--- config.mk ---
export PLATFORM = sky130hd
export DESIGN_NAME = kypd_key_entry
export DESIGN_NICKNAME = d
export VERILOG_FILES = /design/src/rtl/kypd_key_entry.sv
export SDC_FILE = /design/constraint.sdc
export NUM_CORES = 1
export LEC_CHECK = 0
export BUFFER_PORTS_ARGS = -buffer_cell sky130_fd_sc_hd__buf_2
export CAP_MARGIN = 5
export CORE_UTILIZATION = 53
export DETAILED_ROUTE_END_ITERATION = 8
export PLACE_DENSITY = 0.74
export SYNTH_ARGS = -nofsm -noshare
export SYNTH_HDL_FRONTEND = slang
export SYNTH_SLANG_ARGS = --single-unit
--- constraint.sdc ---
create_clock -name clk -period 4.7 [get_ports clk]
set_clock_uncertainty 0.15 [all_clocks]
set_input_delay 0.235 -clock clk [delete_from_list [all_inputs] [get_ports clk]]
set_output_delay 0.235 -clock clk [all_outputs]
set_load 0.02 [all_outputs]
--- src/rtl/kypd_key_entry.sv ---
// Debounced keypad press capture and 4-digit BCD operand entry.
// Emits single-cycle key/operator events downstream of the keypad decoder.
module kypd_key_entry #(
  parameter int unsigned DEBOUNCE_CYCLES = 1_000_000,
  parameter int unsigned CNT_W           = 24
) (
  input  logic        clk,
  input  logic        rst,
  input  logic [3:0]  decode,
  input  logic        key_active,
  output logic        key_valid,
  output logic [3:0]  key_code,
  output logic [15:0] entry,
  output logic [2:0]  digit_count,
  output logic        overflow,
  output logic        op_valid,
  output logic [3:0]  op_code,
  output logic [15:0] operand
);

  typedef enum logic [1:0] {IDLE, PRESS_WAIT, HELD, RELEASE_WAIT} state_e;

  localparam logic [CNT_W-1:0] DEB_LAST = CNT_W'(DEBOUNCE_CYCLES);
  localparam logic [CNT_W-1:0] CNT_ONE  = CNT_W'(1);

  state_e            state_q, state_d;
  logic [CNT_W-1:0]  cnt_q, cnt_d, cnt_inc;
  logic [3:0]        cand_q, cand_d;
  logic              accept;

  logic              key_valid_q, key_valid_d;
  logic [3:0]        key_code_q, key_code_d;
  logic [15:0]       entry_q, entry_d;
  logic [2:0]        digit_count_q, digit_count_d;
  logic              overflow_q, overflow_d;
  logic              op_valid_q, op_valid_d;
  logic [3:0]        op_code_q, op_code_d;
  logic [15:0]       operand_q, operand_d;

  assign cnt_inc = cnt_q + CNT_ONE;

  always_ff @(posedge clk or posedge rst) begin
    if (rst) begin
      state_q       <= IDLE;
      cnt_q         <= '0;
      cand_q        <= '0;
      key_valid_q   <= 1'b0;
      key_code_q    <= '0;
      entry_q       <= '0;
      digit_count_q <= '0;
      overflow_q    <= 1'b0;
      op_valid_q    <= 1'b0;
      op_code_q     <= '0;
      operand_q     <= '0;
    end else begin
      state_q       <= state_d;
      cnt_q         <= cnt_d;
      cand_q        <= cand_d;
      key_valid_q   <= key_valid_d;
      key_code_q    <= key_code_d;
      entry_q       <= entry_d;
      digit_count_q <= digit_count_d;
      overflow_q    <= overflow_d;
      op_valid_q    <= op_valid_d;
      op_code_q     <= op_code_d;
      operand_q     <= operand_d;
    end
  end

  // Debounce FSM; the counter is cleared on every state change.
  always_comb begin
    state_d = state_q;
    cnt_d   = cnt_q;
    cand_d  = cand_q;
    accept  = 1'b0;
    case (state_q)
      IDLE: begin
        if (key_active) begin
          cand_d  = decode;
          cnt_d   = CNT_ONE;
          state_d = PRESS_WAIT;
        end
      end
      PRESS_WAIT: begin
        if (!key_active) begin
          cnt_d   = '0;
          state_d = IDLE;
        end else if (decode != cand_q) begin
          cand_d = decode;
          cnt_d  = CNT_ONE;
        end else if (cnt_inc == DEB_LAST) begin
          accept  = 1'b1;
          cnt_d   = '0;
          state_d = HELD;
        end else begin
          cnt_d = cnt_inc;
        end
      end
      HELD: begin
        if (!key_active) begin
          cnt_d   = CNT_ONE;
          state_d = RELEASE_WAIT;
        end
      end
      RELEASE_WAIT: begin
        if (key_active) begin
          cnt_d   = '0;
          state_d = HELD;
        end else if (cnt_inc == DEB_LAST) begin
          cnt_d   = '0;
          state_d = IDLE;
        end else begin
          cnt_d = cnt_inc;
        end
      end
      default: begin
        cnt_d   = '0;
        state_d = IDLE;
      end
    endcase
  end

  // Entry buffer / operator datapath, updated only on an accepted press.
  always_comb begin
    key_valid_d   = 1'b0;
    op_valid_d    = 1'b0;
    key_code_d    = key_code_q;
    entry_d       = entry_q;
    digit_count_d = digit_count_q;
    overflow_d    = overflow_q;
    op_code_d     = op_code_q;
    operand_d     = operand_q;
    if (accept) begin
      key_valid_d = 1'b1;
      key_code_d  = cand_q;
      if (cand_q <= 4'd9) begin
        if (digit_count_q < 3'd4) begin
          entry_d       = {entry_q[11:0], cand_q};
          digit_count_d = digit_count_q + 3'd1;
        end else begin
          overflow_d = 1'b1;
        end
      end else if (cand_q == 4'hC) begin
        entry_d       = '0;
        digit_count_d = '0;
        overflow_d    = 1'b0;
      end else begin
        op_valid_d    = 1'b1;
        op_code_d     = cand_q;
        operand_d     = entry_q;
        entry_d       = '0;
        digit_count_d = '0;
      end
    end
  end

  assign key_valid   = key_valid_q;
  assign key_code    = key_code_q;
  assign entry       = entry_q;
  assign digit_count = digit_count_q;
  assign overflow    = overflow_q;
  assign op_valid    = op_valid_q;
  assign op_code     = op_code_q;
  assign operand     = operand_q;

endmodule

==> flow_summary.toml, run 1 <==
[min_path]
whs_path_depth = 4
hold_path_class = "in2reg"

[setup_path]
path_class = "reg2reg"
path_cells = "ha_1 -> nand2_1 -> or3_1 -> or4_4 -> a2111oi_4 -> nand3_1 -> buf_4 -> or4b_1 -> mux2_2"
worstPathRequired_ns = 4.80
worst-path-max-fanout = 18
slowest_stage = "or4b_1"
rr_worst_depth = 9
path_depth = 9
cp_num_buf_inv = 1
cp_top_family = "simple AND/OR/NAND/NOR gates"
max_stage_delay_ns = 0.81
arrival_ns = 4.07
startpoint_type = "flop"
end_kind = "flop"

[global_routing]
grt_pass1_wl_mm = 14.0
grt-ovfl-total = 0
grt_max_degree = 50
first_global_vias = 2904
grt_use_total = 0.241
antenna_found_initial = 0

[logic_synthesis]
ys_ff_latch = 76
yosysWarnings = 0
yosysSeqAreaShare = 0.493
synth-edff-count = 0
synth_common_cells = "dfrtp_1, nand2_1, mux2_2"
syn_nets = 379
synth_top_cell_area_share = 0.493
yosys.area.top_type = "dfrtp_1"
yosysMostFrequentCell = "dfrtp_1"
synthFlopType = "dfrtp_1"
synthCells = 370
async_flop_share = 1.00
synth.distinct_cells = 52
synth_area_um2 = 3850
syn_avg_cell_area_um2 = 10.4
yosys-top-cells-area = "dfrtp_1, mux2_2, nand2_1, a22o_1, o31ai_1"

[floorplan]
ioPinCount = 53
die-area_um2 = 7620
die_h_um = 87.3
start_util = 0.558
core_um2 = 6910
rows = 30
die_w_um = 87.3

[clock_network]
clk_latency_ns = 0.36
ctsHtreeMaxLevel = 3
cts-root-buf = "clkbuf_8"
cts.clk_slew.worst_paths_ns = 0.09
cts_tree = "yes"
clock_path_buffers = 2
cts.sinks = 76
cts_buffers = 9
post_cts_buffers = 0

[finish]
fin_cells = 521
drive_gt1_frac = 0.268
stdcell_area_um2 = 4420
area_delta_synth_final_pct = 14.6
num_antenna_cells = 0
nNetsFinal = 429
final_util = 0.640

[sta]
slew_headroom = 0.457
fmaxAchievable_mhz = 252
tightest_slew_ns = 0.808
hold_viol_final = 0
tns_ns = 0
min_period_ns = 3.97
maxSlewViolCount = 0
finalCritPeriodShare = 0.844
hold_slack_ns = 0.176
setup_violations = 0
rsz0062_at_grt = "false"

[placement]
dp_hpwl_mm = 5.95
io_buffers = 52
gp_congestion = 0.929
dpl-instance-area_um2 = 4190
dpl.cell_count = 500

[drt]
viasPerCell = 6.02
wl_per_cell_um = 16.4
drtAntennaViolNets = 0
wirelength_mm = 8.55
vias = 3136
drc = 0
first_pass_iters = 5
drt_iter0_drc = 195

[power]
comb_power_share = 0.043
clock_power_share = 0.395
switching_share = 0.262
power_density_nw_per_um2 = 268
ir_drop_uv = 168
p_leak_nw = 2.15
intPower_mw = 0.875
switchingPower_mw = 0.311
pwr-share-seq = 0.562

[run_status]
outcome = "complete, no violations"

[job]
drv_cap = 0
cell usage in the layout, fill, tap and decap left out, types with 7 or more instances in the layout:
cell and n:
dfrtp_1 76, buf_2 52, nand2_1 39, mux2_2 28, a22o_1 16, nand4_1 14, a21oi_1 14, nor2_1 12
o31ai_1 12, nand3_1 11, o21ai_0 10, or3_1 9, inv_1 9, clkbuf_8 9, nor3_1 8, xnor2_1 7
o211ai_1 7, buf_4 7
power groups by stage:
stage | registers, mW | clock network, mW | logic (mW)
floorplan | 0.674 | 0 | 0.0365
global placement | 0.679 | 0 | 0.0475
detailed placement | 0.679 | 0 | 0.0483
CTS | 0.666 | 0.474 | 0.0519
global route | 0.668 | 0.505 | 0.0580
finish | 0.666 | 0.468 | 0.0510
cell families after synthesis:
logic type               synth area share
buffers and inverters              0.0389
AND/OR/NAND/NOR                     0.177
adder cells (fa/ha/maj)           0.00649
multiplexers                       0.0873
XOR/XNOR                           0.0250
AO/OA/AOI/OAI                       0.172
flip-flops                          0.493
final timing paths:
| check | from | to | slack [ns] |
|---|---|---|---|
| setup / recovery | cnt_q[0] | digit_count[0] | 0.73 |
| hold / removal | key_active | flop | 0.18 |
| setup reg to reg | cnt_q[0] | digit_count[0] | 0.73 |
| hold reg to reg | op_code[3] | op_code[3] | 0.32 |
| max in group asynchronous | rst | digit_count[1] | 3.05 |
| min in group asynchronous | rst | cnt_q[0] | 0.34 |
per-stage QoR:
step	worst slack, ns	power [mW]
2_1_floorplan	1.31	0.711
3_3_place_gp	0.886	0.726
3_5_place_dp	0.791	0.728
4_1_cts	0.783	1.19
5_1_grt	0.514	1.23
6_report	0.734	1.19
per-layer routing:
metal,share of wire,vias to the layer above,track usage
met5,0,-,0
met4,0.017,0,0.0999
met3,0.045,13,0.0370
met2,0.47,111,0.371
met1,0.47,1531,0.341
li1,-,1481,-
state kept, by name, indices dropped and copies added (netlist names), named ones only:
signal,count
key_code,4
key_valid,1
op_valid,1
overflow,1
entry,16
operand,16
cnt_q,24
state_q,1
op_code,4
digit_count,3
cand_q,4
worst register-to-register path, delay by kind of cell, from the launching register on:
| kind | cells | cell delay [ns] |
|---|---|---|
| AOI/OAI and AO/OA | 1 | 0.46 |
| adders and majority gates | 1 | 0.24 |
| buffers and inverters | 1 | 0.20 |
| DFF | 1 | 0.45 |
| muxes | 1 | 0.39 |
| and+or+nand+nor | 5 | 1.96 |
cell type report:
class / count / area (um^2)
Timing Repair Buffer: 64 / 363
Clock inverter: 7 / 56.3
Sequential cell: 76 / 1900
Inverter: 10 / 37.5
Multi-Input combinational cell: 259 / 1820
Tap cell: 96 / 120
Fill cell: 610 / 2490
Clock buffer: 9 / 124
what timing repair did:
item                                   CTS  global route
hold buffers                             5             0
endpoints found under the hold margin   31             0
gates resized for setup                  0             0
Note: power is estimated with default switching activity, not from simulation.
==> run 2, diff against run 1 <==
--- a/config.mk
+++ b/config.mk
@@ -5,6 +5,7 @@
 export SDC_FILE = /design/constraint.sdc
 export NUM_CORES = 1
 export LEC_CHECK = 0
+export ABC_AREA = 1
 export BUFFER_PORTS_ARGS = -buffer_cell sky130_fd_sc_hd__buf_2
 export CAP_MARGIN = 5
 export CORE_UTILIZATION = 53
==> constraint.sdc (replaced) <==
create_clock -name clk -period 3.86 [get_ports clk]
set_clock_uncertainty 0.15 [all_clocks]
set_input_delay 0.193 -clock clk [delete_from_list [all_inputs] [get_ports clk]]
set_output_delay 0.193 -clock clk [all_outputs]
set_load 0.02 [all_outputs]
==> run 2 against run 1 <==
Compared with the run above:
- global-route usage rose by 2.1 points
- area after synthesis rose by 8.9%
- core utilization fell by 2.0 points
- combinational power rose to 7.5 times the previous value
- final cell count rose by 42%
- clock power rose by 39%
- sequential cell count did not move
- fmax rose by 28%
- total power rose by 66%
- setup slack improved by 0.017 ns
- wire length rose by 18%
- design area rose by 7.8%
==> flow_summary.toml, run 2 <==
[placement]
gp_congestion = 0.877
dp_slack_ns = 0.812
dp_hpwl_mm = 6.99
io_buffers = 52
dpl.cell_count = 717

[global_routing]
grtUsageMet3 = 0.0369
busiest_layer = "met2"
grt_pass1_wl_mm = 17.3
grt_use_total = 0.262
use_met2 = 0.428
grt_max_degree = 51
grt-ovfl-total = 0
first_global_vias = 3676
grt_use_met1 = 0.366
antenna_found_initial = 0

[setup_path]
r2r_slack_ns = 0.75
cp_top_family = "simple AND/OR/NAND/NOR gates"
end_kind = "flop"
reg2reg_from = "cnt_q[0]"
path_class = "reg2reg"
max_stage_delay_ns = 0.62
startpoint_type = "flop"
worstPathRequired_ns = 3.95
slowest_stage = "nand3_1"
path_cells = "ha_1 -> nand3_2 -> inv_2 -> nand2_2 -> o21ai_1 -> nand2_1 -> nor2_1 -> nand4_1 -> nor2_4 -> nand3_1 -> nand2_1 -> nand2_1"
rr_worst_depth = 12
crit_top_cell = "nand2_1"
arrival_ns = 3.20
reg2reg_to = "op_code[2]"
cp_num_buf_inv = 1
worst-path-max-fanout = 21

[logic_synthesis]
synth_common_cells = "nand2_1, dfrtp_1, inv_1"
synth_xor_area_frac = 0.0125
synthMuxAreaShare = 0
synth_simple_gate_area_frac = 0.385
synth_area_um2 = 4200
yosysSeqAreaShare = 0.453
yosys.area.top_type = "dfrtp_1"
synthCells = 580
synthFlopType = "dfrtp_1"
synth.distinct_cells = 29
syn_avg_cell_area_um2 = 7.24
yosysMostFrequentCell = "nand2_1"
synth_top_cell_area_share = 0.453
synth_adder_area_share = 0.00596
yosysWarnings = 0
synth-edff-count = 0
synth_top_family_by_area = "simple AND/OR/NAND/NOR gates"
ys_ff_latch = 76
async_flop_share = 1.00
yosys-top-cells-area = "dfrtp_1, nand2_1, nand4_1, inv_1, nor2_1"
synth_compound_area_frac = 0.0578
syn_nets = 589

[finish]
fin_cells = 739
nNetsFinal = 641
drive_gt1_frac = 0.146
final_cell_mix = "nand2_1, dfrtp_1, inv_1"
seq_area_um2 = 1900
fill_cells = 721
area_delta_synth_final_pct = 13.4
num_antenna_cells = 0
final_common_cell = "nand2_1"
multiInputGateArea_um2 = 1940
largest_reg_flops = 24
largest_register = "cnt_q"

[sta]
hold_viol_final = 0
hold_slack_ns = 0.283
setup_violations = 0
rsz0062_at_grt = "false"
finalCritPeriodShare = 0.805
worst_slack_ns = 0.751
min_period_ns = 3.11
tns_ns = 0
maxSlewViolCount = 0
fmaxAchievable_mhz = 322
slew_headroom = 0.213
tightest_slew_ns = 1.18

[clock_network]
cts-root-buf = "clkbuf_8"
clock_path_buffers = 2
clk_latency_ns = 0.36
cts_tree = "yes"
cts.clk_slew.worst_paths_ns = 0.09
cts.sinks = 76
cts_buffers = 9
cts_resized = 0
ctsHtreeMaxLevel = 3

[drt]
drc = 0
drt_iter0_drc = 351
drtAntennaViolNets = 0
vias = 3933
wirelength_mm = 10.1
first_pass_iters = 5
viasPerCell = 5.32
wl_per_cell_um = 13.6

[floorplan]
core_um2 = 7690
die-area_um2 = 8280
start_util = 0.546
ioPinCount = 53
die_w_um = 91.0
rows = 32
die_h_um = 91.0

[power]
finalPower_mw = 1.97
ir_drop_uv = 337
p_leak_nw = 2.51
power_density_nw_per_um2 = 414

[min_path]
hold_path_class = "in2async"

[run_status]
outcome = "complete, no violations"

[job]
drv_cap = 0
-- run 2: per-layer routing --
| metal | up-vias | part of all wire |
|---|---|---|
| met2 | 101 | 0.47 |
| met3 | 15 | 0.043 |
| met1 | 1846 | 0.47 |
| li1 | 1971 | - |
| met4 | 0 | 0.014 |
| met5 | - | 0 |
-- run 2: cell families (layout without fill, tap and decap cells) --
kind of cell | Yosys count | in the layout
AO/OA/AOI/OAI | 42 | 42
XOR/XNOR | 6 | 6
adder cells (fa/ha/maj) | 2 | 2
buffers and inverters | 85 | 142
flip-flops | 76 | 76
AND/OR/NAND/NOR | 369 | 369
-- run 2: through the flow --
stage	util	area, um^2
final	0.619	4760
after detailed placement	0.585	4500
after global routing	0.619	4760
after global placement	0.585	4500
after floorplan	-	4200
after CTS	0.619	4760
-- run 2: cell type report --
class	count	area share
clock buffers	9	0.0260
clock inverters	7	0.0168
inverters	64	0.0507
multi-input cells	419	0.407
flip-flops and latches	76	0.399
well taps	102	0.0268
repair buffers	62	0.0736
-- run 2: timing repair --
item / CTS / global route
buffers inserted: 0 / 0
hold buffers: 6 / 0
hold endpoints to repair: 31 / 0
-- run 2: how the worst max path moves through the flow --
stage / cells after the start / start / end
after global placement: 13 / cnt_q[0] / operand[0]
after global routing: 12 / cnt_q[0] / operand[6]
after detailed placement: 12 / cnt_q[0] / operand[15]
after floorplan: 1 / rst / async pin
after CTS: 12 / cnt_q[0] / op_code[2]
final: 12 / cnt_q[0] / op_code[2]
-- run 2: where the power goes --
| part | internal (mW) | switching (mW) | leakage [nW] | total (mW) |
|---|---|---|---|---|
| clock | 0.309 | 0.342 | 0.103 | 0.651 |
| combinational | 0.0936 | 0.288 | 1.37 | 0.382 |
| sequential | 0.834 | 0.102 | 1.04 | 0.936 |
| total | 1.24 | 0.732 | 2.51 | 1.97 |
-- run 2: worst reg2reg max path: cells and delay by family (launching register included) --
family,cells,cell delay (ns)
AOI/OAI and AO/OA,1,0.13
adders and majority gates,1,0.23
buffers and inverters,1,0.14
DFF,1,0.42
and+or+nand+nor,9,1.92
==> run 3, diff against run 2 <==
==> constraint.sdc (replaced) <==
create_clock -name clk -period 3.07 [get_ports clk]
set_clock_uncertainty 0.15 [all_clocks]
set_input_delay 0.1535 -clock clk [delete_from_list [all_inputs] [get_ports clk]]
set_output_delay 0.1535 -clock clk [all_outputs]
set_load 0.02 [all_outputs]
==> run 3 against run 2 <==
Compared with the run above:
- first-iteration DRC count down 0.57%
- combinational power rose by 48%
- wire length grew 3.0%
- count of clock-buffer cells in the layout is the same
==> flow_summary.toml, run 3 (synthesized netlist as in run 2, its figures left out) <==
[run_status]
outcome = "complete, no violations"

[placement]
gp_congestion = 0.912
dp_hpwl_mm = 7.35
io_buffers = 52

[setup_path]
worst-path-max-fanout = 23
cp-startpoint = "cnt_q[0]"
reg2reg_to = "cnt_q[20]"
crit_top_cell = "nand2_1"
end_kind = "flop"
cp_num_buf_inv = 2
path_cells = "ha_1 -> nand3_2 -> inv_2 -> nand2_1 -> nor2_1 -> nand2_1 -> nand2_1 -> nand2_1 -> nor2_1 -> nand2_1 -> nor2_1 -> nand2_1 -> nand2_1 -> buf_4 -> o22ai_1"
slowest_stage = "dfrtp_1"
reg2reg_from = "cnt_q[0]"
path_depth = 15
rr_worst_depth = 15
path_class = "reg2reg"
worstPathRequired_ns = 3.12
r2r_slack_ns = 0.46
startpoint_type = "flop"
max_stage_delay_ns = 0.42
cp_top_family = "simple AND/OR/NAND/NOR gates"
arrival_ns = 2.66
endpoint = "cnt_q[20]"

[drt]
drtAntennaViolNets = 0
dr_wl_met2_mm = 4.84
drt_iter0_drc = 349
wl_per_cell_um = 13.9
vias = 3970
wirelength_mm = 10.4
wl_met1_mm = 4.86
first_pass_iters = 5
drc = 0
dr_wl_met3_um = 471
top_layer_used = "met4"
viasPerCell = 5.33

[finish]
largest_reg_flops = 24
area_delta_synth_final_pct = 14.0
num_antenna_cells = 0
final_util = 0.622
multiInputGateArea_um2 = 1940
nNetsFinal = 647
drive_gt1_frac = 0.154
seq_area_um2 = 1900
largest_register = "cnt_q"
final_common_cell = "nand2_1"
fill_cells = 724
final_cell_mix = "nand2_1, dfrtp_1, inv_1"

[sta]
hold_viol_final = 0
tightest_slew_ns = 0.763
fmaxAchievable_mhz = 384
slew_headroom = 0.491
tns_ns = 0
min_period_ns = 2.61
maxSlewViolCount = 0
setup_violations = 0
rsz0062_at_grt = "false"
finalCritPeriodShare = 0.849

[global_routing]
grt_pass1_wl_mm = 17.7
grt-ovfl-total = 0
grt_use_total = 0.272
first_global_vias = 3739
grt_max_degree = 28
antenna_found_initial = 0

[floorplan]
start_util = 0.546
die_w_um = 91.0
ioPinCount = 53
die_h_um = 91.0
rows = 32
die-area_um2 = 8280
core_um2 = 7690

[clock_network]
hold_buffers = 6
clk_latency_ns = 0.36
cts.sinks = 76
clock_path_buffers = 2
cts_resized = 0
post_cts_buffers = 0
cts_buffers = 9
ctsHtreeMaxLevel = 3
cts-root-buf = "clkbuf_8"
cts_tree = "yes"
cts.clk_slew.worst_paths_ns = 0.09

[power]
power_density_nw_per_um2 = 505
ir_drop_uv = 564
p_leak_nw = 2.53

[min_path]
hold_path_class = "in2async"

[job]
drv_cap = 0
## run 3: per-layer routing
layer / track usage / vias up
li1: - / 1986
met1: 0.389 / 1859
met2: 0.414 / 110
met3: 0.0369 / 15
met4: 0.123 / 0
met5: 0 / -
## run 3: cell type report
class,count,area share
Clock buffer,9,0.0259
Clock inverter,7,0.0120
Inverter,64,0.0505
Multi-Input combinational cell,419,0.405
Sequential cell,76,0.397
Tap cell,102,0.0267
Timing Repair Buffer,68,0.0826
## run 3: how the worst min path moves through the flow
stage                          start          end  slack (ns)  cells after the start
final                            rst  operand[13]        0.22                      3
after global routing             rst  operand[13]        0.28                      3
after CTS                        rst  operand[13]        0.23                      3
after detailed placement         rst  operand[13]        0.08                      2
after global placement           rst  operand[12]        0.07                      2
after floorplan           key_active         flop        0.15                      2
## run 3: worst register-to-register path, stage by stage, from the launching register on
cell and delay [ns]:
dfrtp_1 0.42, ha_1 0.23, nand3_2 0.12, inv_2 0.14, nand2_1 0.09, nor2_1 0.21, nand2_1 0.11, nand2_1 0.07
nand2_1 0.10, nor2_1 0.10, nand2_1 0.05, nor2_1 0.08, nand2_1 0.08, nand2_1 0.06, buf_4 0.29, o22ai_1 0.15
## run 3: power breakdown
group	leakage, nW	internal (mW)	total, mW	switching, mW
registers	1.04	1.05	1.12	0.0721
logic	1.40	0.143	0.565	0.422
clock network	0.0886	0.306	0.728	0.422
total	2.53	1.50	2.42	0.916
## run 3: stage by stage
stage	std cells	hold WS [ns]	cell area, um^2	setup WS, ns	power [mW]
final	745	0.217	4780	0.464	2.42
after global routing	745	0.281	4780	0.226	2.54
after CTS	745	0.230	4780	0.524	2.42
after detailed placement	723	0.0833	4540	0.544	1.69
after global placement	723	0.0669	4540	0.577	1.68
after floorplan	580	0.148	4200	0.828	1.52
